[config.mk]
export PLATFORM = sky130hd
export DESIGN_NAME = count_seq_monitor
export DESIGN_NICKNAME = d
export VERILOG_FILES = /design/src/rtl/count_mon_pkg.sv /design/src/rtl/sat_counter.sv /design/src/rtl/count_seq_monitor.sv
export SDC_FILE = /design/constraint.sdc
export NUM_CORES = 1
export LEC_CHECK = 0
export ABC_AREA = 1
export CORE_MARGIN = 5
export CORE_UTILIZATION = 45
export CTS_CLUSTER_DIAMETER = 50
export DETAILED_ROUTE_END_ITERATION = 8
export PLACE_DENSITY = 0.7
export SETUP_SLACK_MARGIN = 0.05
export SLEW_MARGIN = 5
export SYNTH_ARGS = -nofsm -noshare
export SYNTH_HDL_FRONTEND = slang
export SYNTH_SLANG_ARGS = --single-unit
[constraint.sdc]
create_clock -name clk -period 1.9 [get_ports clk]
set_input_delay 0.38 -clock clk [delete_from_list [all_inputs] [get_ports clk]]
set_output_delay 0.38 -clock clk [all_outputs]
set_load 0.02 [all_outputs]
[src/rtl/count_mon_pkg.sv]
// count_mon_pkg
// Shared types and default constants for the count sequence monitor.
//   mon_state_t : SETTLE (ignore samples after reset), SYNC (take a reference
//                 sample), TRACK (compare every sample with the expected value)
//   CNT_WIDTH, ERR_CNT_W, WRAP_CNT_W, SETTLE_CYC : default parameter values
package count_mon_pkg;

  typedef enum logic [1:0] {
    SETTLE = 2'd0,
    SYNC   = 2'd1,
    TRACK  = 2'd2
  } mon_state_t;

  localparam int CNT_WIDTH  = 4;
  localparam int ERR_CNT_W  = 8;
  localparam int WRAP_CNT_W = 16;
  localparam int SETTLE_CYC = 2;

endpackage

[src/rtl/sat_counter.sv]
// sat_counter
// Up-counter that sticks at all-ones instead of wrapping.
//   clk   : clock, rising edge
//   rst   : synchronous active-high reset, clears the count
//   clr   : synchronous clear, wins over inc
//   inc   : add one unless already saturated
//   value : registered count
module sat_counter #(
  parameter int W = 8
) (
  input  logic         clk,
  input  logic         rst,
  input  logic         clr,
  input  logic         inc,
  output logic [W-1:0] value
);

  always_ff @(posedge clk) begin
    if (rst || clr) begin
      value <= '0;
    end else if (inc && (value != '1)) begin
      value <= value + W'(1);
    end
  end

endmodule

[src/rtl/count_seq_monitor.sv]
// count_seq_monitor
// Watches a free-running counter and checks that each sampled value is the
// previous one plus 1 (mod 2^WIDTH). Mismatches give a one-cycle pulse, a
// sticky flag, a saturating count and a capture of the first bad value.
// Matched max->0 transitions are counted in wrap_cnt.
//   clk, rst  : clock and synchronous active-high reset
//   en        : sample strobe for count
//   count     : observed value
//   clr_err   : clears error state and forces a resync
//   locked    : a reference sample has been taken, comparisons are live
//   err       : sticky mismatch flag
//   err_pulse : one cycle per mismatched sample
//   err_cnt   : saturating mismatch count
//   wrap_cnt  : matched wrap-arounds, rolls over
//   exp_val   : value expected at the next sample
//   bad_val   : count captured at the first mismatch since reset/clear
module count_seq_monitor #(
  parameter int WIDTH      = count_mon_pkg::CNT_WIDTH,
  parameter int ERR_CNT_W  = count_mon_pkg::ERR_CNT_W,
  parameter int WRAP_CNT_W = count_mon_pkg::WRAP_CNT_W,
  parameter int SETTLE_CYC = count_mon_pkg::SETTLE_CYC
) (
  input  logic                  clk,
  input  logic                  rst,
  input  logic                  en,
  input  logic [WIDTH-1:0]      count,
  input  logic                  clr_err,
  output logic                  locked,
  output logic                  err,
  output logic                  err_pulse,
  output logic [ERR_CNT_W-1:0]  err_cnt,
  output logic [WRAP_CNT_W-1:0] wrap_cnt,
  output logic [WIDTH-1:0]      exp_val,
  output logic [WIDTH-1:0]      bad_val
);
  import count_mon_pkg::*;

  mon_state_t state;
  logic [7:0] settle_cnt;

  // clr_err has no effect while settling.
  logic clr_eff;
  logic mismatch;
  logic err_inc;

  assign clr_eff  = clr_err && (state != SETTLE);
  assign mismatch = (count != exp_val);
  assign err_inc  = (state == TRACK) && !clr_eff && en && mismatch;

  sat_counter #(.W(ERR_CNT_W)) u_err_cnt (
    .clk   (clk),
    .rst   (rst),
    .clr   (clr_eff),
    .inc   (err_inc),
    .value (err_cnt)
  );

  always_ff @(posedge clk) begin
    if (rst) begin
      state      <= SETTLE;
      settle_cnt <= 8'(SETTLE_CYC);
      locked     <= 1'b0;
      err        <= 1'b0;
      err_pulse  <= 1'b0;
      wrap_cnt   <= '0;
      exp_val    <= '0;
      bad_val    <= '0;
    end else if (state == SETTLE) begin
      err_pulse <= 1'b0;
      // Leave on the clock where the counter would reach zero, so SETTLE
      // lasts SETTLE_CYC clocks (and a single clock when SETTLE_CYC is 0).
      if (settle_cnt <= 8'd1) state <= SYNC;
      if (settle_cnt != 8'd0) settle_cnt <= settle_cnt - 8'd1;
    end else if (clr_eff) begin
      // wrap_cnt and exp_val intentionally survive a clear.
      err       <= 1'b0;
      err_pulse <= 1'b0;
      bad_val   <= '0;
      locked    <= 1'b0;
      state     <= SYNC;
    end else if (en) begin
      exp_val <= count + WIDTH'(1);
      if (state == SYNC) begin
        locked    <= 1'b1;
        err_pulse <= 1'b0;
        state     <= TRACK;
      end else if (!mismatch) begin
        err_pulse <= 1'b0;
        if (count == '0) wrap_cnt <= wrap_cnt + WRAP_CNT_W'(1);
      end else begin
        // Resync on the observed value; only the first bad value is kept.
        err_pulse <= 1'b1;
        err       <= 1'b1;
        if (!err) bad_val <= count;
      end
    end else begin
      err_pulse <= 1'b0;
    end
  end

endmodule
==> out/metrics.cfg <==
[sta]
skew_ps = 10.75
fin_crit_sh = 0.9364
hold_violations = 0
setup_viol = 0
timing.hold.ws_ps = 466.0
slew_headroom = 0.7870
worstMarginPinSlew_ps = 316.6
period_needed_ps = 1779
final_max_slew_viol_count = 0
rsz0062_at_grt = no
fmax_mhz = 562.1

[power_and_ir_drop]
comb_power_share = 0.281
vdd_drop_max_v = 0.0006813
cell_internal_pwr_mw = 1.883
p_seq_frac = 0.401
p_clk_frac = 0.318
netSwitchingPower_uw = 930.5
swShare = 0.3307
leakage_nw = 1.262
pwr_density_cell_nw_per_um2 = 872.4

[hold_path]
hold_depth = 2
hp-class = flop to flop
worstHoldEndpoint = settle_cnt[5]
worstHoldStart = settle_cnt[5]

[synth]
yosysTopAreaCell = dfxtp_1
synthTopCellsByCount = nand2_1, nor2_1, dfxtp_1
yosysSeqAreaShare = 0.3723
syn_area_um2 = 2420
synth_cell_type_count = 27
synthTopCellsByArea = dfxtp_1, nand2_1, a21oi_1
synth_ff_type = dfxtp_1
syn_inst = 359
synth_seq_cells = 45
post-synth-top-count-cell = nand2_1
synth_nets = 374
syn_avg_cell_area_um2 = 6.740
synth_top_cell_area_share = 0.3723
postSynth.asyncResetShare = 0
yosys_warnings = 0
synth-edff-count = 0

[drt]
first_pass_iters = 4
drt_first_iter_violations = 66
via_per_inst = 4.926
num_vias = 2453
antenna_left = 0
routed_wl_mm = 5.636
drc = 0
wl_per_cell_um = 11.32

[critical_path]
critPathSlowestCell = clkdlybuf4s50_1
critPathTopFamily = buffers and inverters
endpoint_kind = output port
cp-start-kind = flop
crit_type = flop to output port
worstPathMaxFanout = 6
cp.buffers_inverters = 1
timing.rr.end = settle_cnt[3]
worst_path_largest_cell_delay_ps = 650
r2r_setup_slack_ps = 360
cp_cell_sequence = clkdlybuf4s50_1
crit_arrival_ps = 1400
timing.rr.start = settle_cnt[1]
required_ps = 1520
rr_worst_depth = 8

[status]
status = finished, final reports clean

[global_route]
grt_pass1_wl_mm = 9.922
grt-ovfl-total = 0
antenna_found_initial = 0
grt_max_degree = 17
grt_use_total = 0.1667
grt_pass1_vias = 2254

[clocking]
insertion_delay_ps = 310
cts_buffer_depth = 2
ctsHoldBuffers = 0
clk_pin_slew_ps = 100
htreeDepth = 2
cts_root_buffer = clkbuf_8
cts_resized = 0
cts_setup_buffers = 0
cts_buffers = 5
cts_tree = built
clkSinkCount = 45

[floorplanning]
die_area_um2 = 6944
dieWidth_um = 83.33
placementRows = 26
core_area_um2 = 5172
initial_core_util = 0.4678
chipHeight_um = 83.33
io_pins = 43

[cells_and_area]
layout.nets = 442
postLayoutCoreUtil = 0.6236
final_cell_area_um2 = 3226
drive_gt1_frac = 0.1075
syn_to_final_growth_pct = 33.30
antenna_cells = 0

[place]
place_area_um2 = 3078
dpl.hpwl_mm = 4.306
gp_congestion = 0.8158
port-buffer-count = 42

[job]
cap_violations = 0

-- state kept, by name (all words and copies together), names as in the netlist --
name             count
state                2
err_pulse            1
u_err_cnt.value      8
locked               1
bad_val              4
wrap_cnt            16
settle_cnt           8
err                  1
exp_val              4
-- layout by cell type (no fill, tap or decap), drive strengths merged --
| master | Yosys | routed |
|---|---|---|
| nand3b | 1 | 1 |
| o2111ai | 1 | 1 |
| xor2 | 9 | 9 |
| or2 | 1 | 1 |
| o21ai | 12 | 12 |
| inv | 45 | 46 |
| clkbuf | 2 | 5 |
| dfxtp | 45 | 45 |
| nand2 | 86 | 86 |
| ha | 7 | 7 |
| nand4 | 13 | 13 |
| buf | 2 | 23 |
| a21oi | 38 | 38 |
| nor3 | 3 | 3 |
| nor4 | 1 | 1 |
| bufinv | 0 | 2 |
| xnor2 | 2 | 2 |
| a31o | 1 | 1 |
| clkdlybuf4s50 | 0 | 42 |
| nor2 | 56 | 56 |
| o21a | 1 | 1 |
| nand3 | 33 | 33 |
-- worst reg2reg max path, stage by stage (launching register included) --
cell and delay, ps:
dfxtp_1 400, inv_1 100, ha_1 190, nand3_1 80, nand2_1 140, nor2_1 290
nand3_1 120, nand2_1 70, a21oi_1 40
-- kinds of logic after synthesis --
group	Yosys count	share of synthesized area
compound gates	53	0.1138
simple gates	194	0.3588
buf+inv	49	0.07911
fa+ha+maj	7	0.03619
flops	45	0.3723
xor+xnor	11	0.03982
-- worst max path at each step --
stage          slack [ps]            endpoint  cells past startpoint          startpoint
2_1_floorplan         380  u_err_cnt.value[0]                      7  u_err_cnt.value[0]
3_3_place_gp         -110        wrap_cnt[10]                     10            count[0]
3_5_place_dp         -160         wrap_cnt[8]                     10            count[0]
4_1_cts               100        wrap_cnt[13]                      1        wrap_cnt[13]
5_1_grt                50        wrap_cnt[13]                      1        wrap_cnt[13]
6_report              120        wrap_cnt[13]                      1        wrap_cnt[13]
-- metal layers --
metal	global-route usage	part of all wire	up-vias
met5	0	0	-
met4	0.04458	0.010	0
met3	0.03465	0.043	6
met2	0.2755	0.45	39
met1	0.2197	0.49	1106
li1	-	-	1302
-- layout make-up --
cell class,count,area [µm²]
fill,493,1947
clock buffer,5,68.82
multi-input combinational,265,1338
inverter,45,168.9
clock inverter,3,68.82
timing repair buffer,65,593.1
sequential,45,900.9
tap,70,87.58
-- stage by stage --
| step | instances | TNS, ps | total power [mW] | setup WS [ps] |
|---|---|---|---|---|
| floorplan | 359 | 0 | 1.687 | 384.1 |
| global placement | 490 | -694.3 | 1.915 | -110.0 |
| detailed placement | 490 | -1544 | 1.935 | -162.0 |
| CTS | 498 | 0 | 2.827 | 103.0 |
| global route | 498 | 0 | 2.980 | 51.21 |
| finish | 498 | 0 | 2.814 | 120.8 |
-- power by group through the flow --
| stage | logic (mW) | registers, mW | clock network, mW |
|---|---|---|---|
| 2_1_floorplan | 0.526 | 1.16 | 0 |
| 3_3_place_gp | 0.769 | 1.15 | 0 |
| 3_5_place_dp | 0.786 | 1.15 | 0 |
| 4_1_cts | 0.791 | 1.13 | 0.909 |
| 5_1_grt | 0.896 | 1.15 | 0.937 |
| 6_report | 0.792 | 1.13 | 0.894 |
(Power assumes the default switching activity.)
